===== config.mk =====
export PLATFORM = sky130hd
export DESIGN_NAME = pipe_ctl
export DESIGN_NICKNAME = d
export VERILOG_FILES = /design/src/rtl/pipe_ctl.sv
export SDC_FILE = /design/constraint.sdc
export NUM_CORES = 1
export LEC_CHECK = 0
export CORE_MARGIN = 2
export CORE_UTILIZATION = 35
export CTS_CLUSTER_SIZE = 10
export DETAILED_ROUTE_END_ITERATION = 16
export MAX_ROUTING_LAYER = met4
export PLACE_DENSITY = 0.85
export SLEW_MARGIN = 5
export SYNTH_ARGS = -nofsm -noshare
export SYNTH_HDL_FRONTEND = slang
export SYNTH_SLANG_ARGS = --single-unit

===== constraint.sdc =====
create_clock -name clk -period 3.4 [get_ports clk]
set_input_delay 0.34 -clock clk [delete_from_list [all_inputs] [get_ports clk]]
set_output_delay 0.34 -clock clk [all_outputs]
set_load 0.1 [all_outputs]

===== src/rtl/pipe_ctl.sv =====
// Pipeline run/halt/single-step controller with hazard stall and cycle counters.
// Define PIPE_CTL_HAZARD_EN to enable load-use / writeback-conflict stalls.
`timescale 1ns/1ps
module pipe_ctl (
    input  logic        clk,
    input  logic        rst,
    input  logic        tick,
    input  logic        pause,
    input  logic        step,
    input  logic        clr,
    input  logic [3:0]  id_rs,
    input  logic [3:0]  id_rt,
    input  logic        id_uses_rt,
    input  logic        ex_memread,
    input  logic [3:0]  ex_wa,
    input  logic        wb_regwrite,
    input  logic [3:0]  wb_wa,
    output logic        pipe_en,
    output logic        if_en,
    output logic        id_flush,
    output logic [1:0]  state,
    output logic [15:0] cycle_cnt,
    output logic [15:0] stall_cnt
);

    typedef enum logic [1:0] {
        HALT = 2'b00,
        RUN  = 2'b01,
        STEP = 2'b10,
        BAD  = 2'b11
    } state_t;

    state_t cur;
    state_t nxt;
    logic   active;
    logic   stall;

    always_ff @(posedge clk or negedge rst) begin
        if (!rst) begin
            cur <= HALT;
        end else begin
            cur <= nxt;
        end
    end

    // A step strobe only arms STEP; the advance waits for a later tick.
    always_comb begin
        nxt = HALT;
        case (cur)
            HALT: begin
                if (!pause) begin
                    nxt = RUN;
                end else if (step) begin
                    nxt = STEP;
                end else begin
                    nxt = HALT;
                end
            end
            RUN: begin
                if (tick && pause) begin
                    nxt = HALT;
                end else begin
                    nxt = RUN;
                end
            end
            STEP: begin
                if (tick) begin
                    nxt = HALT;
                end else begin
                    nxt = STEP;
                end
            end
            default: nxt = HALT;
        endcase
    end

    assign active  = (cur == RUN) || (cur == STEP);
    assign pipe_en = rst && tick && active;
    assign state   = cur;

`ifdef PIPE_CTL_HAZARD_EN
    logic load_use;
    logic wb_conflict;

    assign load_use = ex_memread &&
        ((ex_wa == id_rs) || (id_uses_rt && (ex_wa == id_rt)));
    assign wb_conflict = wb_regwrite &&
        ((wb_wa == id_rs) || (id_uses_rt && (wb_wa == id_rt)));
    assign stall = load_use || wb_conflict;
`else
    logic unused_hazard;

    assign unused_hazard = ^{id_rs, id_rt, id_uses_rt, ex_memread,
                             ex_wa, wb_regwrite, wb_wa};
    assign stall = 1'b0;
`endif

    assign if_en    = pipe_en && !stall;
    assign id_flush = pipe_en && stall;

    always_ff @(posedge clk or negedge rst) begin
        if (!rst) begin
            cycle_cnt <= '0;
        end else if (clr) begin
            cycle_cnt <= '0;
        end else if (pipe_en) begin
            cycle_cnt <= cycle_cnt + 16'd1;
        end
    end

`ifdef PIPE_CTL_HAZARD_EN
    always_ff @(posedge clk or negedge rst) begin
        if (!rst) begin
            stall_cnt <= '0;
        end else if (clr) begin
            stall_cnt <= '0;
        end else if (id_flush && (stall_cnt != 16'hFFFF)) begin
            stall_cnt <= stall_cnt + 16'd1;
        end
    end
`else
    assign stall_cnt = '0;
`endif

endmodule


==> impl_results.md <==
- Max Clock Skew: 0.00550 ns
- Largest voltage drop on the vdd net: 166 uV
- Skew-Pair Late Insertion Delay: 0.29 ns
- Async SR Flop Fraction: 100%
- CP endpoint kind: primary output
- Final RePlAce weighted congestion: 0.778
- Final period util: 68.7%
- Total congestion overflow after global routing: 0
- Maximum single-stage delay on the critical path: 1.19 ns
- Most used DFF post-synth: sky130_fd_sc_hd__dfrtp_1
- Critical Path Fanout Max: 8
- Total of endpoints with negative setup slack in the final report: 0
- Clock transition at the registers of the reported paths: 0.09 ns
- Syn-to-layout area delta: 24.4%
- Critical Setup Path Class: reg2out
- Data arrival time of the critical path: 2.00 ns
- Count of standard-cell rows: 20
- Unique cell type count in the Yosys netlist: 31
- Result of the run: finished clean
- Total Wirelength: 2.22 mm
- PortBufs: 25
- Initial antenna violation count: 0
- Gate Count Post-Synth: 117
- Number of cells upsized or downsized after cts: 0
- Pin count of the biggest net entering global routing: 19
- Antenna Violating Nets Remaining: 0
- Number of global-route vias before repair: 807
- Synthesized-area fraction occupied by ao, oa, aoi and oai cells: 6.59%
- Flop2flop setup slack: 1.42 ns
- Max-capacitance violation count: 0
- Number of max-slew violations in the final report: 0
- Proportion of power drawn by combinational gates: 50.6%
- Internal Power: 0.343 mW
- Hpwl dp: 1.66 mm
- Count of non-filler cells in the finished layout: 186
- Startpoint Class: flop
- Post-detailed-route wirelength per cell: 11.9 microns
- Reg-to-reg startpoint: state[0]
- Static leakage: 0.599 nW
- Average vias per placed instance: 4.74
- Std-Cell Core Area: 3030 sq um
- Post-CTS setup-driven buffer insertion count: 0
- Starting utilization of the core area: 36.4%
- Netlist Area Pre-Place: 1100 sq um
- Most congested layer reported by global routing: met2
- CTS Root Cell: sky130_fd_sc_hd__clkbuf_4
- Mean area per synthesized cell: 9.41 sq um
- Share of the core filled with cells: 45.2%
- TritonCTS Sinks: 18
- Critical path cell sequence: clkdlybuf4s50_1
- Synth Area in Simple Gates: 21.7%
- Pwr dens: 510 nW/um^2
- Max-Slew Margin vs Limit: 35.3%
- Global router's overall resource usage: 13.4%
- Number of hold buffers added after CTS: 0
- Global-route wire length before repair: 3.58 mm
- Antenna diode count: 0
- Deepest level of the CTS H-tree: 1
- Switching Share: 50.9%
- Warning count from the yosys run: 0
- Critical Path Slowest Stage Cell: sky130_fd_sc_hd__clkdlybuf4s50_1
- Number of buffers created by CTS: 3
- Shortest period the worst path allows: 2.34 ns
- Final Hold Violating Endpoints: 0
- Met3 track demand over resource: 1.52%
- Share of total power in sequential cells: 34.5%
- Req. time, crit path: 3.06 ns
- Worst min-delay path category: in2async
- Number of synthesized register bits: 18
- Worst r2r dst: cycle_cnt[13]
- Combinational family with the most area after synthesis: simple AND/OR/NAND/NOR gates
- Worst-margin pin slew: 0.968 ns
- Register area share after synthesis: 40.9%
- Layout fillers: 308
- Nets: 174
- Area enclosed by the die boundary: 3610 sq um
- Number of top-level pins: 62
- Switch Pwr: 0.356 mW
- Share of cells above drive strength 1: 8.45%
- Buf+Inv Stages, Crit Path: 1
- DRC violations left: 0
- Worst r2r path cells: 6
- Final sum of negative setup slack: 0 ns
- Met1 routing resource usage after global routing: 17.3%
- Clock tree from TritonCTS: done
- Number of optimization iterations in the first detailed-route pass: 4
- Number of instances in the placed design: 183
- Area share of xor/xnor cells in the synthesized design: 7.16%
- Family with the most delay on the worst path: buffers and inverters
- Chip width: 60.1 microns
- Number of DRC violations after detailed-routing iteration 0: 15
- Achievable Freq: 428 MHz
- Y dimension of the die: 60.1 microns
- Post-synthesis share of cell area spent on full adders, half adders and majority gates: 5.68%
- Met2 track utilization from global routing: 20.8%
- Deepest clock path buffer count: 2
- Total vias in the final route: 882
- Clock group share of total power: 14.9%
- RSZ-0062 raised after global routing: no
- Portion of netlist area occupied by mux cells: 1.93%
- Number of enable flip-flop cells after synthesis: 0
placed cells by master (no fill, tap or decap), types with 2 or more instances in the layout:
master	count
sky130_fd_sc_hd__nand2_1	3
sky130_fd_sc_hd__inv_1	5
sky130_fd_sc_hd__xnor2_1	5
sky130_fd_sc_hd__nor2_1	15
sky130_fd_sc_hd__conb_1	17
sky130_fd_sc_hd__clkdlybuf4s50_1	23
sky130_fd_sc_hd__nor3_1	2
sky130_fd_sc_hd__buf_12	2
sky130_fd_sc_hd__xor2_1	4
sky130_fd_sc_hd__and4_1	3
sky130_fd_sc_hd__dfrtp_1	18
sky130_fd_sc_hd__nand4_1	3
sky130_fd_sc_hd__buf_4	2
sky130_fd_sc_hd__o21ai_0	4
sky130_fd_sc_hd__clkbuf_4	3
sky130_fd_sc_hd__nand3_1	5
sky130_fd_sc_hd__ha_1	5
sky130_fd_sc_hd__a21oi_1	6
sky130_fd_sc_hd__or3_1	4
per-stage QoR:
step / total power [mW] / hold WS (ns) / area (sq um) / setup slack (ns)
after floorplan: 0.538 / 0.0444 / 1160 / 0.322
after global placement: 0.593 / 0.541 / 1350 / 1.16
after detailed placement: 0.601 / 0.558 / 1350 / 1.14
after CTS: 0.701 / 0.305 / 1370 / 1.07
after global routing: 0.734 / 0.314 / 1370 / 1.03
final: 0.699 / 0.303 / 1370 / 1.06
registers in the layout, indices dropped and copies added, names as in the netlist:
| register | flops |
|---|---|
| cycle_cnt | 16 |
| state | 2 |
logic make-up after synthesis:
kind of cell,count (synthesis)
multiplexers,2
other,1
flip-flops,18
AO/OA/AOI/OAI,13
XOR/XNOR,9
buffers and inverters,26
adder cells (fa/ha/maj),5
AND/OR/NAND/NOR,43
power groups by stage:
stage | Clock, mW | Combinational [mW] | Sequential (mW)
finish | 0.104 | 0.354 | 0.241
global route | 0.111 | 0.379 | 0.244
CTS | 0.104 | 0.356 | 0.242
detailed placement | 0 | 0.355 | 0.246
global placement | 0 | 0.348 | 0.246
floorplan | 0 | 0.200 | 0.338
cell type report:
cell class                      count  area, sq um  area share [%]
Multi-Input combinational cell     89          538            39.3
Sequential cell                    18          450            32.9
Timing Repair Buffer               27          285            20.8
Tap cell                           44         55.1            4.02
Clock buffer                        3         22.5            1.64
Inverter                            5         18.8            1.37
routing by layer:
layer / vias to the layer above / wire length [microns]
met3: 8 / 126
met1: 419 / 971
met2: 34 / 1060
li1: 421 / -
met4: 0 / 53
met5: - / 0
worst max-delay path by stage:
stage / start / end / cells after the start
6_report: cycle_cnt[3] / cycle_cnt[3] / 1
5_1_grt: cycle_cnt[3] / cycle_cnt[3] / 1
4_1_cts: cycle_cnt[3] / cycle_cnt[3] / 1
3_5_place_dp: rst / cycle_cnt[13] / 5
3_3_place_gp: rst / cycle_cnt[13] / 5
2_1_floorplan: state[0] / pipe_en / 5
cells in the mapped netlist, types with 2 or more instances:
master | n | share of area [%]
sky130_fd_sc_hd__nand2_1 | 3 | 1.0
sky130_fd_sc_hd__or3_1 | 4 | 2.3
sky130_fd_sc_hd__and4_1 | 3 | 2.4
sky130_fd_sc_hd__ha_1 | 5 | 5.7
sky130_fd_sc_hd__o21ai_0 | 4 | 1.8
sky130_fd_sc_hd__inv_1 | 5 | 1.7
sky130_fd_sc_hd__nor3_1 | 2 | 0.91
sky130_fd_sc_hd__a21oi_1 | 6 | 2.7
sky130_fd_sc_hd__xnor2_1 | 5 | 4.0
sky130_fd_sc_hd__buf_4 | 18 | 12
sky130_fd_sc_hd__xor2_1 | 4 | 3.2
sky130_fd_sc_hd__nand4_1 | 3 | 1.7
sky130_fd_sc_hd__nand3_1 | 5 | 2.3
sky130_fd_sc_hd__dfrtp_1 | 18 | 41
sky130_fd_sc_hd__clkbuf_1 | 2 | 0.68
sky130_fd_sc_hd__nor2_1 | 15 | 5.1
No activity file was read; power rests on OpenSTA's default activity.
